## src/rtl/engine_job_scheduler_if.sv

```systemverilog
// Requester/engine side signals of the job scheduler.
// The master modport drives requests and engine state; the slave is the scheduler.
interface engine_job_scheduler_if #(
    parameter int unsigned NUM_REQ = 4,
    parameter int unsigned CNT_W   = 16
);
    localparam int unsigned ID_W = $clog2(NUM_REQ);

    logic [NUM_REQ-1:0] req;
    logic [NUM_REQ-1:0] grant;
    logic [ID_W-1:0]    grant_id;
    logic [NUM_REQ-1:0] done;
    logic [NUM_REQ-1:0] err;
    logic               eng_start;
    logic [3:0]         eng_state;
    logic               busy;
    logic [CNT_W-1:0]   job_count;
    logic [7:0]         timeout_count;

    modport master (
        output req,
        output eng_state,
        input  grant,
        input  grant_id,
        input  done,
        input  err,
        input  eng_start,
        input  busy,
        input  job_count,
        input  timeout_count
    );

    modport slave (
        input  req,
        input  eng_state,
        output grant,
        output grant_id,
        output done,
        output err,
        output eng_start,
        output busy,
        output job_count,
        output timeout_count
    );
endinterface

```

## src/rtl/engine_job_scheduler.sv

```systemverilog
// Round-robin sharing of one load/process/save engine between NUM_REQ requesters,
// with a grant-to-idle watchdog that flushes stuck jobs.
module engine_job_scheduler #(
    parameter int unsigned NUM_REQ        = 4,
    parameter int unsigned TIMEOUT_CYCLES = 1024,
    parameter int unsigned CNT_W          = 16
) (
    input logic                   clk,
    input logic                   rst,
    engine_job_scheduler_if.slave bus
);
    localparam int unsigned ID_W  = $clog2(NUM_REQ);
    localparam int unsigned TMO_W = $clog2(TIMEOUT_CYCLES + 1);

    localparam logic [3:0] EngIdle = 4'd0;
    localparam logic [3:0] EngLoad = 4'd1;
    localparam logic [3:0] EngDone = 4'd4;

    typedef enum logic [2:0] {StIdle, StStart, StRun, StRelease, StDone, StFlush} state_e;

    state_e             state_q, state_d;
    logic [NUM_REQ-1:0] grant_q, grant_d;
    logic [ID_W-1:0]    grant_id_q, grant_id_d;
    logic [ID_W-1:0]    ptr_q, ptr_d;
    logic [TMO_W-1:0]   tmo_q, tmo_d;
    logic [CNT_W-1:0]   job_q, job_d;
    logic [7:0]         tcount_q, tcount_d;
    logic [NUM_REQ-1:0] err_q, err_d;

    logic [ID_W:0]      win;
    logic [ID_W-1:0]    next_ptr;
    logic [NUM_REQ-1:0] id_onehot;
    logic               active;

    // Offsets are scanned from farthest to nearest so the nearest set bit wins.
    function automatic logic [ID_W:0] rr_pick(input logic [NUM_REQ-1:0] r,
                                              input logic [ID_W-1:0]    p);
        logic [ID_W:0] res;
        int            c;
        res = '0;
        for (int i = int'(NUM_REQ) - 1; i >= 0; i--) begin
            c = int'(p) + i;
            if (c >= int'(NUM_REQ)) c = c - int'(NUM_REQ);
            if (r[c]) res = {1'b1, c[ID_W-1:0]};
        end
        return res;
    endfunction

    assign win       = rr_pick(bus.req, ptr_q);
    assign next_ptr  = (grant_id_q == ID_W'(NUM_REQ - 1)) ? '0 : grant_id_q + ID_W'(1);
    assign id_onehot = NUM_REQ'(1) << grant_id_q;
    assign active    = (state_q == StStart) || (state_q == StRun) || (state_q == StRelease);

    always_ff @(posedge clk or posedge rst) begin
        if (rst) begin
            state_q    <= StIdle;
            grant_q    <= '0;
            grant_id_q <= '0;
            ptr_q      <= '0;
            tmo_q      <= '0;
            job_q      <= '0;
            tcount_q   <= '0;
            err_q      <= '0;
        end else begin
            state_q    <= state_d;
            grant_q    <= grant_d;
            grant_id_q <= grant_id_d;
            ptr_q      <= ptr_d;
            tmo_q      <= tmo_d;
            job_q      <= job_d;
            tcount_q   <= tcount_d;
            err_q      <= err_d;
        end
    end

    always_comb begin
        state_d    = state_q;
        grant_d    = grant_q;
        grant_id_d = grant_id_q;
        ptr_d      = ptr_q;
        tmo_d      = tmo_q;
        job_d      = job_q;
        tcount_d   = tcount_q;
        err_d      = '0;

        case (state_q)
            StIdle: begin
                if (bus.eng_state == EngIdle && win[ID_W]) begin
                    state_d    = StStart;
                    grant_d    = NUM_REQ'(1) << win[ID_W-1:0];
                    grant_id_d = win[ID_W-1:0];
                    tmo_d      = '0;
                end
            end
            StStart:   if (bus.eng_state == EngLoad) state_d = StRun;
            StRun:     if (bus.eng_state == EngDone) state_d = StRelease;
            StRelease: begin
                if (bus.eng_state == EngIdle) begin
                    state_d = StDone;
                    grant_d = '0;
                    job_d   = job_q + CNT_W'(1);
                    ptr_d   = next_ptr;
                end
            end
            StDone:  state_d = StIdle;
            StFlush: if (bus.eng_state == EngIdle) state_d = StIdle;
            default: state_d = StIdle;
        endcase

        // Watchdog overrides whatever transition the case above chose.
        if (active) begin
            tmo_d = tmo_q + TMO_W'(1);
            if (tmo_q == TMO_W'(TIMEOUT_CYCLES - 1)) begin
                state_d  = StFlush;
                grant_d  = '0;
                job_d    = job_q;
                ptr_d    = next_ptr;
                err_d    = id_onehot;
                tcount_d = (tcount_q == 8'hFF) ? 8'hFF : tcount_q + 8'd1;
            end
        end
    end

    always_comb begin
        bus.grant         = grant_q;
        bus.grant_id      = grant_id_q;
        bus.err           = err_q;
        bus.done          = (state_q == StDone) ? id_onehot : '0;
        bus.eng_start     = (state_q == StStart) || (state_q == StRun);
        bus.busy          = (state_q != StIdle);
        bus.job_count     = job_q;
        bus.timeout_count = tcount_q;
    end
endmodule

```

## src/flat_wrapper.sv

```systemverilog
// flat-port wrapper written by rule: the top's interface ports become plain ports
module engine_job_scheduler_flat 
#(
    parameter int unsigned NUM_REQ        = 4,
    parameter int unsigned TIMEOUT_CYCLES = 1024,
    parameter int unsigned CNT_W          = 16
)
  (clk, rst, bus_req, bus_eng_state, bus_grant, bus_grant_id, bus_done, bus_err, bus_eng_start, bus_busy, bus_job_count, bus_timeout_count);
  engine_job_scheduler_if #(.NUM_REQ(NUM_REQ), .CNT_W(CNT_W)) bus_i ();
  input logic clk;
  input logic rst;
  input wire logic [$bits(bus_i.req)-1:0] bus_req;
  input wire logic [$bits(bus_i.eng_state)-1:0] bus_eng_state;
  output wire logic [$bits(bus_i.grant)-1:0] bus_grant;
  output wire logic [$bits(bus_i.grant_id)-1:0] bus_grant_id;
  output wire logic [$bits(bus_i.done)-1:0] bus_done;
  output wire logic [$bits(bus_i.err)-1:0] bus_err;
  output wire logic [$bits(bus_i.eng_start)-1:0] bus_eng_start;
  output wire logic [$bits(bus_i.busy)-1:0] bus_busy;
  output wire logic [$bits(bus_i.job_count)-1:0] bus_job_count;
  output wire logic [$bits(bus_i.timeout_count)-1:0] bus_timeout_count;
  assign bus_i.req = bus_req;
  assign bus_i.eng_state = bus_eng_state;
  assign bus_grant = bus_i.grant;
  assign bus_grant_id = bus_i.grant_id;
  assign bus_done = bus_i.done;
  assign bus_err = bus_i.err;
  assign bus_eng_start = bus_i.eng_start;
  assign bus_busy = bus_i.busy;
  assign bus_job_count = bus_i.job_count;
  assign bus_timeout_count = bus_i.timeout_count;
  engine_job_scheduler #(.NUM_REQ(NUM_REQ), .TIMEOUT_CYCLES(TIMEOUT_CYCLES), .CNT_W(CNT_W)) u_core (.clk(clk), .rst(rst), .bus(bus_i));
endmodule
```

## config.mk

```make
export PLATFORM = sky130hd
export DESIGN_NAME = engine_job_scheduler_flat
export DESIGN_NICKNAME = d
export VERILOG_FILES = /design/src/rtl/engine_job_scheduler_if.sv /design/src/rtl/engine_job_scheduler.sv /design/src/flat_wrapper.sv
export SDC_FILE = /design/constraint.sdc
export NUM_CORES = 1
export LEC_CHECK = 0
export BUFFER_PORTS_ARGS = -buffer_cell sky130_fd_sc_hd__buf_4
export CORE_AREA = 2 2 71 73
export DETAILED_ROUTE_END_ITERATION = 8
export DIE_AREA = 0 0 73 75
export GPL_ROUTABILITY_DRIVEN = 1
export PLACE_DENSITY = 0.81
export SLEW_MARGIN = 10
export SYNTH_ARGS = -nofsm -noshare
export SYNTH_HDL_FRONTEND = slang
export SYNTH_SLANG_ARGS = --single-unit
```

## constraint.sdc

```tcl
create_clock -name clk -period 4.1 [get_ports clk]
set_clock_uncertainty 0.2 [all_clocks]
set_input_delay 0.41 -clock clk [delete_from_list [all_inputs] [get_ports clk]]
set_output_delay 0.41 -clock clk [all_outputs]
set_load 0.05 [all_outputs]
```

==> qor.csv <==
metric,value,unit
slew at the pin with the worst max-slew slack,0.9973,ns
Inst Count DP,367,
H-Tree Depth,2,
gpl congestion,0.8138,
initial core utilization,57.13,%
CTS tree,done,
Syn Std Cell Area,2663,um2
per-cell routed wire length,15.56,um
antenna cell count,0,
Die X,73,um
final hold violation count,0,
worst-case headroom to the max-slew limit,33.42,%
area grow syn2layout,19.03,%
initial antenna violation count,0,
Final Net Count,337,
Total GRT Usage,22.23,%
Tmin final,2.468,ns
aggregate routed wire length,5819,um
worst min-delay path category,input pin to asynchronous set/reset pin,
Syn Area/Cell,9.753,um2
"Distinct cells, synth",47,
Final Non-Filler Cells,374,
utilization after layout,68.00,%
DRC Markers,0,
"CTS clk-pin slew, worst paths",0.09,ns
die area,5475,um2
worst vdd ir,253.6,uV
Arrival @ worst endpoint,2.47,ns
CTS sink cnt,50,
register bit count reported by yosys,50,
clk buf depth,2,
fraction of registers with async set/reset,100.0,%
total of max-cap violations,0,
first-pass GRT wire length,9342,um
"commonest non-fill, non-tap cell in the layout",buf_4,
crit path kind,register to register,
Setup crit end kind,register,
"Slew Viols, Final",0,
setup repair bufs after CTS,0,
Vert. Die Dim,75,um
DRT antenna net count,0,
Synth warnings,0,
crit path max fanout,28,
RSZ-0062 raised after global routing,false,
Root Driver,clkbuf_8,
fillers,369,
Resize count post-CTS,0,
Clock Latency Late Sink,0.30,ns
"Primary FF master, synth",dfrtp_1,
Post-Syn Nets,290,
critical path required time,4.10,ns
leakage,1.486,nW
vias per cell,6.059,
area of the core,4661,um2
final period utilization,60.20,%
I/O Buffers,49,
Rows,25,
top-level I/O count,50,
Post-DP HPWL,4163,um
highest-count cells in the layout ignoring fill and taps,"buf_4, dfrtp_1, nand2_1",
Vias,2266,
DR pass1 iterations,5,
FMAX,405.2,MHz
Cell Pwr Density,389.1,nW/um2
sequential area share after synthesis,46.99,%
Iter 0 DRT Violations,119,
Post-Syn Instances,273,
vias in the first global route,2017,
total chip power,1.233,mW
Final TNS setup,0,ns
crit path launch type,register,
cts bufs inserted,5,
Post-synth EDFFs,0,
share of layout cells above drive strength 1,22.50,%
status,"finished, final reports clean",
CTS hold repair buffers,0,
Final setup violation count,0,
largest net degree at the start of global routing,51,
aggregate global routing overflow,0,
## logic make-up after synthesis
| logic type | after synthesis | synth area share [%] |
|---|---|---|
| xor+xnor | 16 | 5.263 |
| flops | 50 | 46.99 |
| buf+inv | 19 | 3.055 |
| simple gates | 126 | 26.36 |
| mux | 9 | 3.713 |
| fa+ha+maj | 7 | 3.289 |
| compound gates | 46 | 11.33 |
## report_power, final
part	internal [mW]	switching, mW	leakage, nW	total, mW
Combinational	0.103	0.192	0.745	0.295
Sequential	0.537	0.0630	0.686	0.600
Clock	0.179	0.159	0.0542	0.339
## flip-flops by register name, summed over array words and instances (netlist names)
name / count
u_core.bus.job_count: 16
u_core.state_q: 3
u_core.bus.timeout_count: 8
u_core.bus.grant_id: 2
u_core.bus.grant: 4
u_core.ptr_q: 2
u_core.bus.err: 4
u_core.tmo_q: 11
## through the flow
| step | worst slack [ns] | hold WS [ns] | instance area [um2] |
|---|---|---|---|
| final | 1.632 | 0.1428 | 3169 |
| after global routing | 1.460 | 0.2411 | 3169 |
| after CTS | 1.638 | 0.1857 | 3169 |
| after detailed placement | 1.643 | 0.2682 | 3062 |
| after global placement | 1.641 | 0.2614 | 3062 |
| after floorplan | 0.8934 | 0.2825 | 2663 |
## Yosys cell counts (2+ instances only)
cell type | instances | share of area, %
a21oi_1 | 12 | 2.3
or3_1 | 6 | 1.4
or4_1 | 3 | 0.85
mux2i_1 | 2 | 0.75
nand2_1 | 24 | 3.4
o21ba_2 | 2 | 0.75
nor3b_1 | 3 | 0.85
nor2b_1 | 2 | 0.47
ha_1 | 7 | 3.3
o31ai_1 | 5 | 1.4
mux2_2 | 7 | 3.0
buf_2 | 2 | 0.38
o21ai_0 | 12 | 2.3
inv_1 | 8 | 1.1
nand4_1 | 9 | 2.1
clkbuf_1 | 7 | 0.99
a32o_1 | 2 | 0.75
nor2_1 | 17 | 2.4
xnor2_1 | 16 | 5.3
nor4_1 | 6 | 1.4
dfrtp_1 | 50 | 47
nand3_1 | 16 | 3.0
nand3b_1 | 4 | 1.1
and2_1 | 8 | 1.9
and4_1 | 5 | 1.6
o2bb2ai_1 | 2 | 0.66
a31oi_1 | 2 | 0.47
and3_1 | 7 | 1.6
nor3_1 | 9 | 1.7
## critical path, stage by stage, from the launching register on
cell     delay, ns
dfrtp_1       0.64
o21ba_2       0.39
nand4_1       0.33
buf_4         0.34
nor2_1        0.13
mux2_2        0.33
## path summary, 6_finish.rpt
kind | startpoint | end | slack, ns | cells past startpoint
worst min register to register | u_core.bus.job_count[15] | u_core.bus.job_count[15] | 0.28 | 1
min in group clk | bus_eng_state[0] | u_core.state_q[1] | 0.25 | 3
worst max-delay path | u_core.state_q[2] | u_core.bus.timeout_count[3] | 1.63 | 5
worst min-delay path | rst | u_core.bus.timeout_count[6] | 0.14 | 2
worst max register to register | u_core.state_q[2] | u_core.bus.timeout_count[3] | 1.63 | 5
max in group asynchronous | rst | u_core.tmo_q[3] | 2.94 | 2
## per-layer routing
metal / part of all wire, % / track usage [%] / vias up / wire [um]
li1: - / - / 1089 / -
met1: 43 / 28.72 / 1090 / 2486
met2: 49 / 36.74 / 76 / 2877
met3: 5.7 / 4.819 / 11 / 334
met4: 2.1 / 8.642 / 0 / 120
met5: 0 / 0 / - / 0
## final cells by class
cell class                 count  area [um2]  area share, %
clock inverter                 2       38.79          1.224
clock buffer                   5       68.82          2.171
timing repair buffer          51       382.9          12.08
sequential                    50        1251          39.48
tap                           54       67.56          2.132
inverter                       8       30.03         0.9475
multi-input combinational    204        1330          41.97
Power figures use the tool's default switching activity.
